## src/rtl/uart_pkg.sv

```systemverilog
`default_nettype none
// ============================================================================
// Module      : uart_pkg
// Description : Shared UART types, constants and parity helper (TX and RX).
// Revision    : 1.0 - initial release
// ============================================================================
package uart_pkg;

  localparam int DATA_W     = 8;
  localparam int PRESCALE_W = 6;
  localparam int BIT_IDX_W  = $clog2(DATA_W);

  localparam logic [BIT_IDX_W-1:0] LAST_BIT = BIT_IDX_W'(DATA_W - 1);

  localparam logic PAR_EVEN = 1'b0;
  localparam logic PAR_ODD  = 1'b1;

  typedef enum logic [2:0] {
    IDLE   = 3'd0,
    START  = 3'd1,
    DATA   = 3'd2,
    PARITY = 3'd3,
    STOP   = 3'd4
  } uart_state_e;

  function automatic logic calc_parity(input logic [DATA_W-1:0] data,
                                       input logic              par_typ);
    return (par_typ == PAR_ODD) ? ~^data : ^data;
  endfunction

endpackage
`default_nettype wire

```

## src/rtl/uart_tx_bit_timer.sv

```systemverilog
`default_nettype none
// ============================================================================
// Module      : uart_tx_bit_timer
// Description : Counts clock cycles within one serial bit; strobes bit_done.
// Revision    : 1.0 - initial release
// ============================================================================
module uart_tx_bit_timer
  import uart_pkg::*;
(
  input  logic                  clk,
  input  logic                  rst,
  input  logic                  i_clear,
  input  logic                  i_enable,
  input  logic [PRESCALE_W-1:0] i_prescale,
  output logic                  o_bit_done
);

  logic [PRESCALE_W-1:0] r_edge_cnt;
  logic [PRESCALE_W-1:0] w_last;

  // A prescale of zero behaves as one cycle per bit.
  assign w_last     = (i_prescale == '0) ? '0 : i_prescale - 1'b1;
  assign o_bit_done = i_enable & (r_edge_cnt == w_last);

  always_ff @(posedge clk or posedge rst) begin
    if (rst) begin
      r_edge_cnt <= '0;
    end else if (i_clear) begin
      r_edge_cnt <= '0;
    end else if (i_enable) begin
      if (r_edge_cnt == w_last) begin
        r_edge_cnt <= '0;
      end else begin
        r_edge_cnt <= r_edge_cnt + 1'b1;
      end
    end
  end

endmodule
`default_nettype wire

```

## src/rtl/uart_tx.sv

```systemverilog
`default_nettype none
// ============================================================================
// Module      : uart_tx
// Description : UART transmitter, 8 data bits, optional parity, one stop bit.
// Revision    : 1.0 - initial release
// ============================================================================
module uart_tx
  import uart_pkg::*;
(
  input  logic                  clk,
  input  logic                  rst,
  input  logic [DATA_W-1:0]     P_DATA,
  input  logic                  data_valid,
  input  logic                  PAR_EN,
  input  logic                  PAR_TYP,
  input  logic [PRESCALE_W-1:0] prescale,
  output logic                  tx_ready,
  output logic                  TX_OUT,
  output logic                  busy
);

  uart_state_e           r_state;
  uart_state_e           w_state_next;
  logic [DATA_W-1:0]     r_data;
  logic                  r_par_en;
  logic                  r_par_typ;
  logic [PRESCALE_W-1:0] r_prescale;
  logic [BIT_IDX_W-1:0]  r_bit_idx;
  logic [BIT_IDX_W-1:0]  w_bit_idx_next;
  logic                  r_tx_out;
  logic                  w_line_next;
  logic                  w_handshake;
  logic                  w_bit_done;
  logic                  w_parity;

  assign tx_ready    = (r_state == IDLE) | ((r_state == STOP) & w_bit_done);
  assign w_handshake = data_valid & tx_ready;
  assign busy        = (r_state != IDLE);
  assign TX_OUT      = r_tx_out;
  assign w_parity    = calc_parity(r_data, r_par_typ);

  uart_tx_bit_timer u_bit_timer (
    .clk        (clk),
    .rst        (rst),
    .i_clear    (w_handshake),
    .i_enable   (busy),
    .i_prescale (r_prescale),
    .o_bit_done (w_bit_done)
  );

  always_comb begin
    w_state_next   = r_state;
    w_bit_idx_next = r_bit_idx;
    case (r_state)
      IDLE: begin
        if (w_handshake) w_state_next = START;
      end
      START: begin
        if (w_bit_done) begin
          w_state_next   = DATA;
          w_bit_idx_next = '0;
        end
      end
      DATA: begin
        if (w_bit_done) begin
          if (r_bit_idx == LAST_BIT) begin
            w_state_next = r_par_en ? PARITY : STOP;
          end else begin
            w_bit_idx_next = r_bit_idx + 1'b1;
          end
        end
      end
      PARITY: begin
        if (w_bit_done) w_state_next = STOP;
      end
      STOP: begin
        if (w_bit_done) w_state_next = w_handshake ? START : IDLE;
      end
      default: w_state_next = IDLE;
    endcase
  end

  // Line level is decoded from the next state so the pin flop leads with the FSM.
  always_comb begin
    w_line_next = 1'b1;
    case (w_state_next)
      START:   w_line_next = 1'b0;
      DATA:    w_line_next = r_data[w_bit_idx_next];
      PARITY:  w_line_next = w_parity;
      default: w_line_next = 1'b1;
    endcase
  end

  always_ff @(posedge clk or posedge rst) begin
    if (rst) begin
      r_state   <= IDLE;
      r_bit_idx <= '0;
      r_tx_out  <= 1'b1;
    end else begin
      r_state   <= w_state_next;
      r_bit_idx <= w_bit_idx_next;
      r_tx_out  <= w_line_next;
    end
  end

  always_ff @(posedge clk or posedge rst) begin
    if (rst) begin
      r_data     <= '0;
      r_par_en   <= 1'b0;
      r_par_typ  <= PAR_EVEN;
      r_prescale <= '0;
    end else if (w_handshake) begin
      r_data     <= P_DATA;
      r_par_en   <= PAR_EN;
      r_par_typ  <= PAR_TYP;
      r_prescale <= prescale;
    end
  end

endmodule
`default_nettype wire
```

## config.mk

```make
export PLATFORM = sky130hd
export DESIGN_NAME = uart_tx
export DESIGN_NICKNAME = d
export VERILOG_FILES = /design/src/rtl/uart_pkg.sv /design/src/rtl/uart_tx_bit_timer.sv /design/src/rtl/uart_tx.sv
export SDC_FILE = /design/constraint.sdc
export NUM_CORES = 1
export LEC_CHECK = 0
export CAP_MARGIN = 20
export CELL_PAD_IN_SITES_DETAIL_PLACEMENT = 0
export CELL_PAD_IN_SITES_GLOBAL_PLACEMENT = 1
export CORE_ASPECT_RATIO = 1.1
export CORE_MARGIN = 3
export CORE_UTILIZATION = 43
export DETAILED_ROUTE_END_ITERATION = 12
export PLACE_DENSITY = 0.83
export SETUP_SLACK_MARGIN = 0.3
export SLEW_MARGIN = 20
export SYNTH_ARGS = -nofsm -noshare
export SYNTH_HDL_FRONTEND = slang
export SYNTH_SLANG_ARGS = --single-unit
```

## constraint.sdc

```tcl
create_clock -name clk -period 4.05 [get_ports clk]
set_clock_uncertainty 0.05 [all_clocks]
set_input_delay 0.6075 -clock clk [delete_from_list [all_inputs] [get_ports clk]]
set_output_delay 0.6075 -clock clk [all_outputs]
set_load 0.02 [all_outputs]
```

Word-level counts from Yosys, hierarchy flattened
Cells that the tools add are included.
- flip-flop bits (word level): 29
- bits in latches: 0
- memory bits (writable): 0
- bits in read-only memories: 0
- input bits: 19
- output and inout port bits: 3
- logic and storage cells: 52
- memories kept: 0
- add/subtract/negate cells: 3
- multipliers: 0
- divide/modulo/power cells: 0
- $lt $le $gt $ge: 1
- eq/ne operators: 9
- shifts and indexed selects: 0
- multiplexer cells: 21
- bitwise operators: 4
- reductions and logical operators: 6
- operators with widths (cell ; count):
    $mux W3 ; 10
    $mux W6 ; 4
    $pmux W3 S5 ; 1
    $eq A3 B2 Y1 const B ; 4
    $reduce_xnor A8 Y1 ; 1
    $reduce_xor A8 Y1 ; 1
    $add A6 B1 Y6 const B ; 1
    $eq A3 B1 Y1 const B ; 2
    $eq A3 B3 Y1 const B ; 2
    $eq A6 B6 Y1 ; 1
    $logic_not A6 Y1 ; 1
    $pmux W3 S2 ; 1
    $sub A6 B1 Y6 const B ; 1
    $lt A3 B4 Y1 const B ; 1
    $add A3 B1 Y3 const B ; 1
    $and A1 B1 Y1 ; 3
    $bmux W1 S3 ; 1
    $logic_not A3 Y1 ; 1
    $mux W1 ; 3
    $pmux W1 S3 ; 1
    $reduce_bool A3 Y1 ; 1
    $reduce_bool A2 Y1 ; 1
    $or A1 B1 Y1 ; 1

Longest topological paths before layout
- depth after elaboration: 12
- depth in mapped cells: 12

Cells and area by module
Synthesis repeated with hierarchy kept, for this count alone.
- cell total of the unflattened synthesis: 200
- area, all modules: 1736.7 µm²
- by module, submodules not included (module ; instances ; cells each ; area an instance (µm²)):
    uart_tx ; 1 ; 134 ; 1189.9
    uart_tx_bit_timer ; 1 ; 66 ; 546.8

Worst setup path before layout
OpenSTA, ideal clock, no wires.
- path kind: flip-flop to flip-flop
- from: register r_prescale[0]
- to: register r_tx_out (netlist: TX_OUT)
- setup time: 76 ps
- data arrival time: 3135 ps
- data required time: 3924 ps
- path slack: 789 ps
- stages on the path, launching flop included: 13
- period minus slack after synthesis: 3261 ps
- cell sequence: dfrtp_1 inv_1 ha_1 nor3b_2 nand2_2 o32ai_2 nor3_2 or4b_1 a221o_1 buf_6 mux2i_1 mux4_2 a22oi_2
- RTL lines (element ; line ; source):
    start, declared ; uart_tx.sv:27 ; logic [PRESCALE_W-1:0] r_prescale;
    start signal, assigned ; uart_tx.sv:116 ; r_prescale <= prescale;
    $sub A6 B1 Y6 or $logic_not A6 Y1 (tied branches) ; uart_tx_bit_timer.sv:22 ; assign w_last = (i_prescale == '0) ? '0 : i_prescale - 1'b1;
    $mux W6 (*) ; uart_tx_bit_timer.sv:22 ;
    $eq A6 B6 Y1 (*) ; uart_tx_bit_timer.sv:23 ; assign o_bit_done = i_enable & (r_edge_cnt == w_last);
    $and A1 B1 Y1 (*) ; uart_tx_bit_timer.sv:23 ;
    $mux W3, on equally long branches ; uart_tx.sv:65, uart_tx.sv:59 ;
    $pmux W3 S2 (*) ; uart_tx.sv:54 ; case (r_state)
    named net w_bit_idx_next[1] ; uart_tx.sv:29 ; logic [BIT_IDX_W-1:0] w_bit_idx_next;
    $bmux W1 S3 (*) ; uart_tx.sv:88 ; DATA: w_line_next = r_data[w_bit_idx_next];
    $mux W1 (implied by the code) (*) ; uart_tx.sv:88 ;
    $pmux W1 S3 (*) ; uart_tx.sv:86 ; case (w_state_next)
    named net w_line_next ; uart_tx.sv:31 ; logic w_line_next;
    end signal, assigned ; uart_tx.sv:102 ; r_tx_out <= w_line_next;
    end, declared ; uart_tx.sv:30 ; logic r_tx_out;
Mark *: on every way through the listed nets, which the timed path passes. The rest lies on a longest branch. The select of a mux whose other input is x is not followed.
A chain may end at the register's enable or synchronous reset.

Worst setup path in the final report
- from: register r_prescale[0]
- to: output tx_ready
- word-level cells in the longest chain between the ends: 6
- ends and longest elaborated chain (element ; line ; source):
    $sub A6 B1 Y6 or $logic_not A6 Y1 (tied branches) ; uart_tx_bit_timer.sv:22 ;
    $mux W6 (*) ; uart_tx_bit_timer.sv:22 ;
    $eq A6 B6 Y1 (*) ; uart_tx_bit_timer.sv:23 ;
    $and A1 B1 Y1 (*) ; uart_tx_bit_timer.sv:23 ;
    $and A1 B1 Y1 (*) ; uart_tx.sv:36 ; assign tx_ready = (r_state == IDLE) | ((r_state == STOP) & w_bit_done);
    $or A1 B1 Y1 (*) ; uart_tx.sv:36 ;
    end, declared ; uart_tx.sv:17 ; output logic tx_ready,
Every way passes the cells marked *; elsewhere a longest branch is shown, timed or not.

==> flow_metrics.tcl <==
set metrics [dict create \
    clk_pin_slew_ps 60 \
    syn_area_um2 1730 \
    synth_seq_cells 29 \
    fin_ws_ps 556 \
    async_reset_ff_share_pct 100 \
    routed_wl_mm 3.33 \
    cp.required_ps 3390 \
    avgSynthCellArea_um2 10.7 \
    clock_power_share_pct 14.8 \
    slowest_delay_ps 610 \
    reg2reg_slack_ps 600 \
    timing.rr.start "r_prescale[0]" \
    cp-startpoint "r_prescale[0]" \
    rsz0062_at_grt "no" \
    slowest_stage "clkdlybuf4s50_1" \
    numCtsBuffers 5 \
    hold_violations 0 \
    yosysWarningCount 0 \
    synth_area_leaders "dfrtp_1 (41%), mux2_2 (10%), xnor2_1 (5.1%), mux2i_1 (4.1%), xor2_1 (3.0%)" \
    start_util_pct 46.2 \
    ys_types 47 \
    synth_top_family_by_area "simple AND/OR/NAND/NOR gates" \
    critPathBufInv 2 \
    cts.sinks 29 \
    layout-drive-gt1-share_pct 21.2 \
    fillers 343 \
    die_y_um 72.5 \
    antenna_cells 0 \
    grt_max_degree 30 \
    cts_root_buffer "clkbuf_8" \
    finalPower_mw 1.74 \
    place_ws_ps 602 \
    worstSetupPathType "reg -> out" \
    power_frac_seq_pct 34.5 \
    power_switching_uw 697 \
    slew_headroom_pct 53.6 \
    vias 1303 \
    cts_tree "yes" \
    fin_tns_setup_ps 0 \
    crit_arrival_ps 2840 \
    std_cell_rows 23 \
    min_period_ps 3490 \
    regToRegEndpoint "TX_OUT" \
    synth-edff-count 0 \
    cp_max_fo 6 \
    wl_per_cell_um 14.2 \
    status "complete, no violations" \
    setup-violations-final 0 \
    grtUsageTotal_pct 16.5 \
    die_area_um2 4820 \
    final_cell_area_um2 2080 \
    dp.cells 226 \
    ys_seq_area_share_pct 42.0 \
    gp_congestion 0.858 \
    leakage_nw 0.844 \
    grt_pass1_wl_mm 6.03 \
    htree_num_levels 2 \
    ys.flop_type "dfrtp_1" \
    path_delay_family "buffers and inverters" \
    synth_compound_area_share_pct 12.7 \
    synthTopCellsByCount "dfrtp_1 (28), mux2_2 (16), nor2_1 (12), xnor2_1 (10), nand2_1 (9)" \
    critical_path.cell_chain "inv_1, ha_1, nor3b_4, nand2_2, o31ai_2, o211ai_1, o31ai_2, and2_1, clkdlybuf4s50_1" \
    io_pins 22 \
    cp_common_cell "o31ai_2" \
    post_synth_inst_count 161 \
    grt_pass1_vias 1339 \
    first_pass_iters 4 \
    synth-simple-area-share_pct 16.5 \
    muxShareOfSynthArea_pct 15.8 \
    final_util_pct 55.7 \
    yosys.area.top_type_share_pct 40.5 \
    final_nets 205 \
    critPathLaunchType "flip-flop" \
    pwr-share-comb_pct 50.7 \
    area_growth_pct 20.4 \
    worst_setup_path_end_kind "output pin" \
    syn-num-nets 183 \
    drcViolationCount 0 \
    port_buffers 21 \
    p_int_mw 1.05 \
    core_um2 3740 \
    period_share_pct 86.3 \
    timing.hold.ws_ps 481 \
    worstHoldPathType "reg -> reg" \
    antenna_found_initial 0 \
    die_w_um 66.5 \
    ant_nets 0 \
    drv_cap 0 \
    worst_pin_slew_ps 694 \
    gr-total-overflow 0 \
    ir_drop_v 0.000339 \
    synth_top_area_cell "dfrtp_1" \
    drv_slew 0 \
    synthXorXnorAreaFrac_pct 8.10 \
    power-per-cell-area_nw_per_um2 837 \
    clockBufferDepth 2 \
    post-dp-hpwl_mm 2.48 \
    yosysMostFrequentCell "dfrtp_1" \
    placed_area_um2 1970 \
    synthAdderAreaFrac_pct 2.17 \
    crit_end "tx_ready" \
    fmax_ghz 0.286 \
    ff2ff_path_depth 11 \
    drtIter0Drc 74 \
    clk_latency_ps 280 \
    cp.depth 9 \
    vias_per_cell 5.57 \
    final_cells 234 \
    p_sw_share_pct 40.0 \
]
## layer usage
layer	global-route usage (%)	part of all wire (%)
met1	20.4	45
met2	26.8	49
met3	4.80	4.7
met4	6.77	1.8
met5	0	0
## cells in the final DEF, fill, tap and decap left out, types with 3 or more instances in the layout
| master | Yosys | layout |
|---|---|---|
| dfrtp_1 | 28 | 28 |
| clkdlybuf4s50_1 | 0 | 21 |
| mux2_2 | 16 | 16 |
| nor2_1 | 12 | 12 |
| xnor2_1 | 10 | 10 |
| nand2_1 | 9 | 9 |
| mux2i_1 | 7 | 7 |
| clkbuf_8 | 0 | 7 |
| xor2_1 | 6 | 6 |
| o21ai_0 | 6 | 6 |
| nor3_1 | 5 | 5 |
| nor2b_1 | 4 | 4 |
| nand2b_1 | 4 | 4 |
| o31ai_2 | 2 | 3 |
| nand3_1 | 3 | 3 |
| and3_1 | 3 | 3 |
| inv_1 | 4 | 3 |
| ha_1 | 3 | 3 |
## cells by family (layout without fill, tap and decap cells)
logic type               after synthesis  in the layout
XOR/XNOR                              16             16
flip-flops                            29             29
multiplexers                          24             24
AND/OR/NAND/NOR                       52             52
AO/OA/AOI/OAI                         27             27
buffers and inverters                 10             33
adder cells (fa/ha/maj)                3              3
## flip-flops by register name (all words and copies together) (netlist names)
register / cells
r_par_typ: 1
r_data: 8
r_state: 3
TX_OUT: 1
r_bit_idx: 3
u_bit_timer.r_edge_cnt: 6
r_prescale: 6
r_par_en: 1
## repair_timing
action,4_1_cts,5_1_grt
setup buffers,0,0
gates resized for setup,0,2
endpoints found under the setup margin,0,1
hold buffers,0,0
## how the worst min path moves through the flow
stage / startpoint / end / slack [ps] / cells after the start
after detailed placement: r_par_typ / r_par_typ / 470 / 1
after floorplan: r_par_typ / r_par_typ / 450 / 1
after global routing: r_data[1] / r_data[1] / 530 / 1
final: r_par_typ / r_par_typ / 480 / 1
after CTS: r_par_typ / r_par_typ / 490 / 1
after global placement: r_par_typ / r_par_typ / 460 / 1
## area by class of cell
type                       count  area [um^2]  area share (%)
sequential                    29          727            34.9
inverter                       4         15.0           0.721
tap                           50         62.6            3.00
multi-input combinational    122          966            46.4
clock buffer                   7         96.3            4.63
clock inverter                 1         5.00           0.240
timing repair buffer          21          210            10.1
## power groups by stage
stage	combinational, mW	clock [mW]	sequential, mW
after floorplan	0.748	0	0.555
after global routing	0.996	0.284	0.629
after global placement	0.851	0	0.596
after detailed placement	0.877	0	0.604
after CTS	0.881	0.268	0.599
final	0.884	0.258	0.602
Power figures use the tool's default switching activity.
